`src/rtl/slurm32_cpu_writeback.sv`:
```
// SLURM32 writeback stage: merges ALU results and in-order load returns into
// the single register-file write port, tracks outstanding loads for hazards.
// Optional feature macro: SLURM32_WB_BYPASS_EN (adds byp_valid/byp_sel/byp_data
// and drops the in-flight write term from hz_stall).
module slurm32_cpu_writeback #(
  parameter int unsigned REG_BITS = 8,
  parameter int unsigned BITS     = 32,
  parameter int unsigned LQ_DEPTH = 4
) (
  input  logic                CLK,
  input  logic                RSTb,
  input  logic                alu_valid,
  input  logic [REG_BITS-1:0] alu_reg,
  input  logic [BITS-1:0]     alu_data,
  output logic                alu_ready,
  input  logic                ld_issue_valid,
  input  logic [REG_BITS-1:0] ld_issue_reg,
  output logic                ld_issue_ready,
  input  logic                mem_rvalid,
  input  logic [BITS-1:0]     mem_rdata,
  input  logic [REG_BITS-1:0] hz_regA,
  input  logic [REG_BITS-1:0] hz_regB,
  output logic                hz_stall,
  output logic                lq_err,
`ifdef SLURM32_WB_BYPASS_EN
  output logic                byp_valid,
  output logic [REG_BITS-1:0] byp_sel,
  output logic [BITS-1:0]     byp_data,
`endif
  output logic [REG_BITS-1:0] regIn_sel,
  output logic [BITS-1:0]     regIn_data
);

  localparam int unsigned PTR_W = $clog2(LQ_DEPTH);
  localparam int unsigned CNT_W = $clog2(LQ_DEPTH + 1);

  logic [REG_BITS-1:0] lq_mem [LQ_DEPTH];
  logic [PTR_W-1:0]    rd_ptr;
  logic [PTR_W-1:0]    wr_ptr;
  logic [CNT_W-1:0]    count;
  logic [LQ_DEPTH-1:0] lq_vld;

  logic pop;
  logic push;
  logic ret_empty;
  logic hz_a;
  logic hz_b;

  // Load return pops the head only when something is outstanding
  assign pop       = mem_rvalid && (count != '0);
  assign ret_empty = mem_rvalid && (count == '0);
  assign alu_ready = !pop;

  // Issue readiness depends on registered occupancy only
  assign ld_issue_ready = (count != CNT_W'(LQ_DEPTH));
  assign push           = ld_issue_valid && ld_issue_ready;

  // Mark queue slots that lie within [rd_ptr, rd_ptr+count)
  always_comb begin
    lq_vld = '0;
    for (int unsigned i = 0; i < LQ_DEPTH; i++) begin
      if (CNT_W'(PTR_W'(PTR_W'(i) - rd_ptr)) < count) begin
        lq_vld[i] = 1'b1;
      end
    end
  end

  // Source-register hazard against queued loads and the in-flight write
  always_comb begin
    hz_a = 1'b0;
    hz_b = 1'b0;
    for (int unsigned i = 0; i < LQ_DEPTH; i++) begin
      if (lq_vld[i] && (lq_mem[i] == hz_regA)) hz_a = 1'b1;
      if (lq_vld[i] && (lq_mem[i] == hz_regB)) hz_b = 1'b1;
    end
`ifndef SLURM32_WB_BYPASS_EN
    if (regIn_sel == hz_regA) hz_a = 1'b1;
    if (regIn_sel == hz_regB) hz_b = 1'b1;
`endif
    hz_stall = ((hz_regA != '0) && hz_a) || ((hz_regB != '0) && hz_b);
  end

  // Load queue storage and pointers
  always_ff @(posedge CLK) begin
    if (RSTb) begin
      rd_ptr <= '0;
      wr_ptr <= '0;
      count  <= '0;
      for (int unsigned i = 0; i < LQ_DEPTH; i++) lq_mem[i] <= '0;
    end else begin
      if (push) begin
        lq_mem[wr_ptr] <= ld_issue_reg;
        wr_ptr         <= wr_ptr + PTR_W'(1);
      end
      if (pop) rd_ptr <= rd_ptr + PTR_W'(1);
      if (push && !pop)      count <= count + CNT_W'(1);
      else if (pop && !push) count <= count - CNT_W'(1);
    end
  end

  // Registered write arbitration: load return beats ALU, else r0/0
  always_ff @(posedge CLK) begin
    if (RSTb) begin
      regIn_sel  <= '0;
      regIn_data <= '0;
    end else if (pop) begin
      regIn_sel  <= lq_mem[rd_ptr];
      regIn_data <= mem_rdata;
    end else if (alu_valid) begin
      regIn_sel  <= alu_reg;
      regIn_data <= alu_data;
    end else begin
      regIn_sel  <= '0;
      regIn_data <= '0;
    end
  end

  // Sticky error for a return with nothing outstanding
  always_ff @(posedge CLK) begin
    if (RSTb) lq_err <= 1'b0;
    else if (ret_empty) lq_err <= 1'b1;
  end

`ifdef SLURM32_WB_BYPASS_EN
  // Bypass valid tracks a non-r0 write, registered alongside regIn_sel
  always_ff @(posedge CLK) begin
    if (RSTb) begin
      byp_valid <= 1'b0;
    end else if (pop) begin
      byp_valid <= (lq_mem[rd_ptr] != '0);
    end else if (alu_valid) begin
      byp_valid <= (alu_reg != '0);
    end else begin
      byp_valid <= 1'b0;
    end
  end

  assign byp_sel  = regIn_sel;
  assign byp_data = regIn_data;
`endif

endmodule

```
`config.mk`:
```
export PLATFORM = sky130hd
export DESIGN_NAME = slurm32_cpu_writeback
export DESIGN_NICKNAME = d
export VERILOG_FILES = /design/src/rtl/slurm32_cpu_writeback.sv
export SDC_FILE = /design/constraint.sdc
export NUM_CORES = 1
export LEC_CHECK = 0
export ABC_CLOCK_PERIOD_IN_PS = 3110
export CAP_MARGIN = 20
export CORE_AREA = 3 3 110 112
export DETAILED_ROUTE_END_ITERATION = 8
export DIE_AREA = 0 0 113 115
export PLACE_DENSITY = 0.7
export SETUP_SLACK_MARGIN = 0.3
export SLEW_MARGIN = 20
export SYNTH_ARGS = -nofsm -noshare
export SYNTH_HDL_FRONTEND = slang
export SYNTH_SLANG_ARGS = --single-unit
```
`constraint.sdc`:
```
create_clock -name CLK -period 3.11 [get_ports CLK]
set_input_delay 0.7775 -clock CLK [delete_from_list [all_inputs] [get_ports CLK]]
set_output_delay 0.7775 -clock CLK [all_outputs]
set_load 0.01 [all_outputs]
```
==> results of run 1 <==
## registers in the layout, indices dropped and copies added (netlist names), named ones only
register / flops
regIn_sel: 8
wr_ptr: 2
regIn_data: 32
lq_err: 1
lq_mem: 32
count: 3
rd_ptr: 2
## cell usage in the layout, fill, tap and decap left out, drive strengths merged, types with 5 or more instances in the layout
cell type / count
nor3: 7
xnor2: 62
nor2: 32
inv: 15
nor4: 8
a21oi: 45
clkinv: 5
nand3: 41
ha: 5
clkdlybuf4s50: 125
clkbuf: 10
dfxtp: 50
and2: 8
nand4: 15
mux4: 8
edfxtp: 32
nand2: 53
dlygate4sd2: 5
xor2: 25
buf: 47
## Yosys cell counts, types with 13 or more instances
library cell and instances:
buf_2 22, xnor2_1 62, edfxtp_1 32, nand4_1 15, a21oi_1 45, nor2_1 31
nand2_1 52, inv_1 13, dfxtp_1 50, nand3_1 41, xor2_1 25
## through the flow
stage / TNS [ps] / std cells / hold slack (ps) / cell area [sq um] / power (uW)
floorplan: 0 / 465 / 502.2 / 4418 / 2331
global placement: -626.2 / 746 / 454.2 / 6070 / 2881
detailed placement: -613.4 / 746 / 468.4 / 6070 / 2913
CTS: 0 / 766 / 483.3 / 6492 / 4038
global route: 0 / 767 / 511.4 / 6560 / 4252
finish: 0 / 767 / 474.9 / 6560 / 4038
## layout make-up
class                           instances  area [sq um]  area share, %
Multi-Input combinational cell        330          2362          36.01
Sequential cell                        82          1971          30.04
Timing Repair Buffer                  182          1697          25.86
Clock buffer                            9         225.2          3.433
Tap cell                              143         178.9          2.727
Clock inverter                          7         70.07          1.068
Inverter                               14         56.30         0.8583
## critical path, stage by stage (launching register included)
cell and delay [ps]:
dfxtp_4 360, xnor2_2 130, ha_1 280, a21oi_1 60
nor2_1 250, nor3_2 110, nor4_4 310, o22ai_2 130
buf_2 150
## power groups by stage
stage | logic [uW] | clock network [uW] | registers (uW)
finish | 1460 | 1060 | 1510
global route | 1590 | 1120 | 1540
CTS | 1450 | 1080 | 1510
detailed placement | 1390 | 0 | 1530
global placement | 1360 | 0 | 1520
floorplan | 823 | 0 | 1510
## routing by layer
layer	part of all wire [%]	routed length (um)
met5	0	0
met4	2.0	268
met3	5.8	785
met2	48	6556
met1	44	5949
## worst max path at each step
stage / startpoint / end / slack [ps]
after floorplan: hz_regA[3] / hz_stall / 590
final: rd_ptr[1] / hz_stall / 200
after global routing: lq_mem[3][2] / hz_stall / 150
after CTS: rd_ptr[0] / hz_stall / 170
after detailed placement: hz_regA[0] / hz_stall / -610
after global placement: hz_regA[0] / hz_stall / -630
## what timing repair did
action | 4_1_cts | 5_1_grt
cloned | 0 | 0
pin swaps | 14 | 15
setup endpoints to repair | 2 | 1
buffers inserted | 4 | 1
resized for setup | 70 | 30
## kinds of logic (layout without fill, tap and decap cells)
kind of cell	after synthesis	count (layout)
simple gates	174	174
fa+ha+maj	6	6
mux	9	9
xor+xnor	87	87
flops	82	82
compound gates	54	54
buf+inv	53	212
==> impl_metrics.tcl, run 1 <==
set metrics [dict create \
    num_rows 39 \
    io_buffers 144 \
    die_area_sq_mm 0.01300 \
    critPathMaxFanout 3 \
    peakVddDrop_mv 0.2768 \
    hold_violations 0 \
    yosys.area_share.simple_pct 19.37 \
    busiest_layer "met2" \
    p_int_uw 2697 \
    combPwrFrac_pct 36.3 \
    p_seq_share_pct 37.5 \
    syn-cell-area_sq_mm 0.004418 \
    slew_violations 0 \
    place_hpwl_um 10480 \
    setup_viol 0 \
    nNetsFinal 726 \
    grt_pass1_vias 3984 \
    io_pins 145 \
    swShare_pct 33.21 \
    critPathCaptureType "output pin" \
    clk_path_buf_depth 2 \
    htree_levels 3 \
    worstPathArrival_ps 2130 \
    drive_gt1_share_pct 18.43 \
    tritoncts "done" \
    synthCells 465 \
    path_class "reg2out" \
    dp_worst_setup_slack_ps -613.4 \
    yosysWarnings 0 \
    dr.pass1.iters 5 \
    ant_nets 0 \
    crit_path_start_kind "register" \
    fillCellCount 992 \
    ys.flop_type "dfxtp_1" \
    avgSynthCellArea_sq_um 9.501 \
    cts_buffers 9 \
    synth-xor-area-share_pct 17.25 \
    timing.rr.start "count[1]" \
    finalCoreUtilization_pct 57.95 \
    die_x_um 113 \
    r2r_cells 11 \
    ys_seq_elements 82 \
    wl_um 13560 \
    clk_pin_slew_ps 60 \
    synthDistinctLibCells 37 \
    hold_depth 2 \
    grt_max_degree 44 \
    drtIter0Drc 354 \
    min_from "lq_err" \
    synth_top_family_by_area "simple AND/OR/NAND/NOR gates" \
    use_met3_pct 4.105 \
    clock_power_share_pct 26.2 \
    hold_path.class "reg2reg" \
    drt-wirelength-per-cell_um 17.68 \
    antenna_found_initial 0 \
    syn_nets 572 \
    maxCapViolCount 0 \
    yosysTopAreaCellShare_pct 22.66 \
    grtUsageTotal_pct 20.68 \
    clock.fmax_mhz 343.9 \
    start_util_pct 39.03 \
    synth_area_leaders "dfxtp_1 (23%), edfxtp_1 (22%), xnor2_1 (12%)" \
    insertion_delay_ps 340 \
    rsz0062_at_grt "true" \
    grtUsageMet2_pct 34.76 \
    worst_pin_slew_ps 521.5 \
    num_vias 3879 \
    clock_sinks 82 \
    crit_required_ps 2330 \
    reg2reg_to "count[2]" \
    synth.mux.area_fraction_pct 4.305 \
    finalWorstSetupSlack_ps 202.2 \
    die_h_um 115 \
    grt_pass1_wl_um 21050 \
    post-route-period-util_pct 93.50 \
    cts_root_buf "clkbuf_16" \
    gp_congestion 0.9118 \
    power.switching_uw 1341 \
    maxSlewHeadroom_pct 65.18 \
    skew_ps 10.99 \
    drt_drc_violations_left 0 \
    period_needed_ps 2908 \
    reg2reg_slack_ps 730 \
    use_met1_pct 26.90 \
    via_per_inst 5.057 \
    powerDensity_mw_per_mm2 615.5 \
    antenna_cells 0 \
    synth_top_area_cell "dfxtp_1" \
    synth_seq_area_share_pct 44.41 \
    core_sq_mm 0.01132 \
    leakagePower_uw 0.002444 \
    cts_hold_buffers 0 \
    status "finished, final reports clean" \
    hold_path_end "lq_err" \
    synth_adder_area_share_pct 1.869 \
    gr-total-overflow 0 \
    area_growth_pct 48.48 \
    async_reset_ff_share_pct 0 \
    synth_compound_area_share_pct 6.627 \
    synth-edff-count 32 \
]
Note: power is estimated with default switching activity, not from simulation.
==> run 2: changes to the inputs <==
CORE_AREA = 3 3 130 94   (was 3 3 110 112)
DIE_AREA = 0 0 133 97   (was 0 0 113 115)
TNS_END_PERCENT = 30   (was unset)
==> impl_metrics.tcl, run 2 (synthesis gave the netlist of run 1 again) <==
set metrics [dict create \
    hold_depth 2 \
    wl_met2_um 6308 \
    gr-total-overflow 0 \
    setup_viol 0 \
    peakVddDrop_mv 0.3399 \
    slew_violations 0 \
    start_util_pct 40.12 \
    drive_gt1_share_pct 19.23 \
    period_needed_ps 2897 \
    wl_met1_um 6227 \
    r2r_cells 10 \
    rsz0062_at_grt "true" \
    reg2reg_slack_ps 710 \
    fillCellCount 914 \
    powerDensity_mw_per_mm2 607.5 \
    regArea_sq_mm 0.001968 \
    post-route-period-util_pct 93.15 \
    tritoncts "done" \
    die_h_um 97 \
    num_rows 32 \
    worst_pin_slew_ps 584.3 \
    worstPathArrival_ps 2120 \
    drt_drc_violations_left 0 \
    grt_max_degree 55 \
    wl_um 13880 \
    crit_path_start_kind "input port" \
    clock_sinks 82 \
    die_x_um 133 \
    hold_violations 0 \
    io_buffers 144 \
    tns_ps 0 \
    status "finished, final reports clean" \
    antenna_cells 0 \
    grt_pass1_vias 3891 \
    place_hpwl_um 10610 \
    drtIter0Drc 281 \
    core_sq_mm 0.01101 \
    dp_worst_setup_slack_ps -524.4 \
    gp_congestion 0.8712 \
    maxCapViolCount 0 \
    htree_levels 3 \
    crit_required_ps 2330 \
    maxSlewHeadroom_pct 61.05 \
    grtUsageTotal_pct 21.21 \
    min_from "lq_err" \
    timing.rr.start "count[0]" \
    mostFrequentLayoutCell "clkdlybuf4s50_1" \
    leakagePower_uw 0.002439 \
    path_class "in2out" \
    most-common-layout-cells "clkdlybuf4s50_1 (126), xnor2_1 (54), nand2_1 (52), dfxtp_1 (47), a21oi_1 (44)" \
    grt_pass1_wl_um 21540 \
    die_area_sq_mm 0.01290 \
    finalCoreUtilization_pct 59.88 \
    dr.pass1.iters 4 \
    num_vias 3915 \
    finalWorstSetupSlack_ps 213.2 \
    clock.fmax_mhz 345.2 \
    multi_input_area_sq_mm 0.002355 \
    cts_buffers 9 \
    top_regs "lq_mem x32, regIn_data x32, regIn_sel x8" \
    cts_hold_buffers 0 \
    insertion_delay_ps 330 \
    skew_ps 3.712 \
    ant_nets 0 \
    drt-wirelength-per-cell_um 17.86 \
    nNetsFinal 726 \
    io_pins 145 \
    wl_met3_um 1123 \
    cts_root_buf "clkbuf_16" \
    critPathMaxFanout 4 \
    hold_path_end "lq_err" \
    reg2reg_to "count[2]" \
    highest_layer "met4" \
    area_growth_pct 49.22 \
    antenna_found_initial 0 \
    clk_path_buf_depth 2 \
    via_per_inst 5.039 \
    hold_path.class "reg2reg" \
    critPathCaptureType "output pin" \
    clk_pin_slew_ps 60 \
]
run 2: report_power, final:
part           total (uW)  internal (uW)  switching, uW
Clock                1010            553            453
Combinational        1470            765            706
Sequential           1530           1320            212
Total                4000           2630           1370
run 2: per-layer routing:
metal	GRT usage [%]	vias to the layer above
li1	-	1889
met1	29.50	1847
met2	31.94	163
met3	6.393	16
met4	6.070	0
met5	0	-
run 2: critical path: stages:
cell             delay [ps]
clkdlybuf4s15_2         230
buf_4                   160
xnor2_1                 110
nand4_1                 130
o22ai_2                  90
nor4_2                  340
o22ai_2                 120
buf_2                   160
run 2: layout make-up:
cell class / count / area share (%)
clock buffer: 9 / 3.416
clock inverter: 7 / 0.9110
inverter: 14 / 0.8161
multi-input combinational: 330 / 35.72
sequential: 82 / 29.85
tap: 153 / 2.904
timing repair buffer: 182 / 26.38
run 2: worst max-delay path by stage:
| stage | startpoint | end | slack, ps |
|---|---|---|---|
| 2_1_floorplan | hz_regA[3] | hz_stall | 590 |
| 3_3_place_gp | hz_regA[7] | hz_stall | -560 |
| 6_report | hz_regA[7] | hz_stall | 210 |
| 3_5_place_dp | hz_regA[5] | hz_stall | -520 |
| 4_1_cts | rd_ptr[1] | hz_stall | 160 |
| 5_1_grt | rd_ptr[1] | hz_stall | 120 |
run 2: timing repair:
item,4_1_cts,5_1_grt
endpoints found under the setup margin,1,2
pin swaps,21,17
endpoints found under the hold margin,0,0
gates resized for setup,67,29
buffers inserted,5,1
run 2: stage by stage:
stage,instances,hold slack (ps),instance area [sq um],power [uW]
after detailed placement,755,465.2,6070,2914
after global routing,777,503.9,6593,4220
after CTS,776,480.0,6551,3999
after floorplan,465,502.2,4418,2331
final,777,477.5,6593,4005
after global placement,755,452.5,6070,2889
==> run 3: changes to the inputs <==
RECOVER_POWER = 25   (was unset)
==> impl_metrics.tcl, run 3 (synthesis gave the netlist of run 1 again) <==
set metrics [dict create \
    design_area_sq_mm 0.006563 \
    ant_nets 0 \
    top_regs "lq_mem x32, regIn_data x32, regIn_sel x8" \
    tns_ps 0 \
    status "finished, final reports clean" \
    die_h_um 97 \
    die_x_um 133 \
    worst_pin_slew_ps 1105 \
    hold_path_end "lq_err" \
    antenna_found_initial 0 \
    clock_sinks 82 \
    hold_violations 0 \
    finalCoreUtilization_pct 59.60 \
    timing.rr.start "count[0]" \
    worstPathArrival_ps 2120 \
    setup_viol 0 \
    cts_hold_buffers 0 \
    cts_root_buf "clkbuf_16" \
    reg2reg_to "count[2]" \
    insertion_delay_ps 330 \
    clock.fmax_mhz 344.6 \
    grt_max_degree 55 \
    crit_path_start_kind "register" \
    num_rows 32 \
    maxCapViolCount 0 \
    dr.pass1.iters 4 \
    num_vias 3921 \
    start_util_pct 40.12 \
    clk_pin_slew_ps 60 \
    core_sq_mm 0.01101 \
    skew_ps 3.722 \
    period_needed_ps 2902 \
    tritoncts "done" \
    via_per_inst 5.046 \
    critPathMaxFanout 2 \
    mostFrequentLayoutCell "clkdlybuf4s50_1" \
    leakagePower_uw 0.002425 \
    peakVddDrop_mv 0.3351 \
    wl_um 13860 \
    maxSlewHeadroom_pct 26.36 \
    hold_path.class "reg2reg" \
    total_power_uw 3992 \
    hold_depth 2 \
    htree_levels 3 \
    gr-total-overflow 0 \
    reg2reg_slack_ps 750 \
    rsz0062_at_grt "true" \
    critPathCaptureType "output pin" \
    slew_violations 0 \
    area_growth_pct 48.54 \
    gp_congestion 0.8712 \
    drive_gt1_share_pct 18.59 \
    io_buffers 144 \
    grt_pass1_wl_um 21540 \
    powerDensity_mw_per_mm2 608.3 \
    grt_pass1_vias 3891 \
    die_area_sq_mm 0.01290 \
    io_pins 145 \
    place_area_sq_mm 0.006070 \
    post-route-period-util_pct 93.30 \
    r2r_cells 10 \
    most-common-layout-cells "clkdlybuf4s50_1 (126), xnor2_1 (54), nand2_1 (52), dfxtp_1 (47), a21oi_1 (44)" \
    nNetsFinal 726 \
    drt-wirelength-per-cell_um 17.84 \
    place_hpwl_um 10610 \
    antenna_cells 0 \
    min_from "lq_err" \
    grtUsageTotal_pct 21.21 \
    crit_required_ps 2330 \
    path_class "reg2out" \
    cts_buffers 9 \
    drt_drc_violations_left 0 \
    clk_path_buf_depth 2 \
    drtIter0Drc 275 \
]
==> run 3: changes by cell type in the layout (fill, tap and decap cells not counted), moves of 2 or more <==
cell | before | now
and2_0 | 0 | 4
and2_1 | 8 | 4
buf_4 | 27 | 25
clkbuf_1 | 0 | 2
==> run 3: per-stage QoR <==
stage | instances | hold WS, ps | worst slack, ps
floorplan | 465 | 502.2 | 590.7
global placement | 755 | 452.5 | -555.0
CTS | 776 | 480.0 | 163.6
detailed placement | 755 | 465.2 | -524.4
finish | 777 | 474.6 | 208.4
global route | 777 | 503.9 | 124.7
==> run 3: worst max path at each step <==
stage / to / from / slack (ps)
after global routing: hz_stall / rd_ptr[1] / 120
after detailed placement: hz_stall / hz_regA[5] / -520
after CTS: hz_stall / rd_ptr[1] / 160
after floorplan: hz_stall / hz_regA[3] / 590
after global placement: hz_stall / hz_regA[7] / -560
final: hz_stall / rd_ptr[0] / 210
==> run 3: repair_timing <==
| item | in CTS | in global routing |
|---|---|---|
| setup endpoints to repair | 1 | 2 |
| resized for setup | 67 | 29 |
| setup buffers | 5 | 1 |
| cloned | 0 | 0 |
| pin swaps | 21 | 17 |
==> run 3: layout make-up <==
cell class / instances / area (sq um)
Multi-Input combinational cell: 330 / 2332
Inverter: 14 / 53.80
Timing Repair Buffer: 182 / 1732
Clock buffer: 9 / 225.2
Clock inverter: 7 / 60.06
Tap cell: 153 / 191.4
Sequential cell: 82 / 1968
Fill cell: 920 / 4448
==> run 3: metal layers <==
layer	share of wire [%]	vias up	global-route usage, %
met5	0	-	0
met4	1.6	0	6.070
met3	9.2	16	6.393
met2	46	165	31.94
met1	43	1851	29.50
li1	-	1889	-
==> run 3: critical path, stage by stage (launching register included) <==
cell	delay, ps
dfxtp_2	330
xnor2_2	170
inv_1	60
ha_1	290
a21oi_2	70
nor2_4	130
o22ai_2	110
nor4_2	350
o22ai_2	120
buf_2	160
==> run 3: where the power goes <==
group          internal, uW  total, uW  switching (uW)
registers              1320       1520             208
clock network           553       1000             452
logic                   760       1460             703
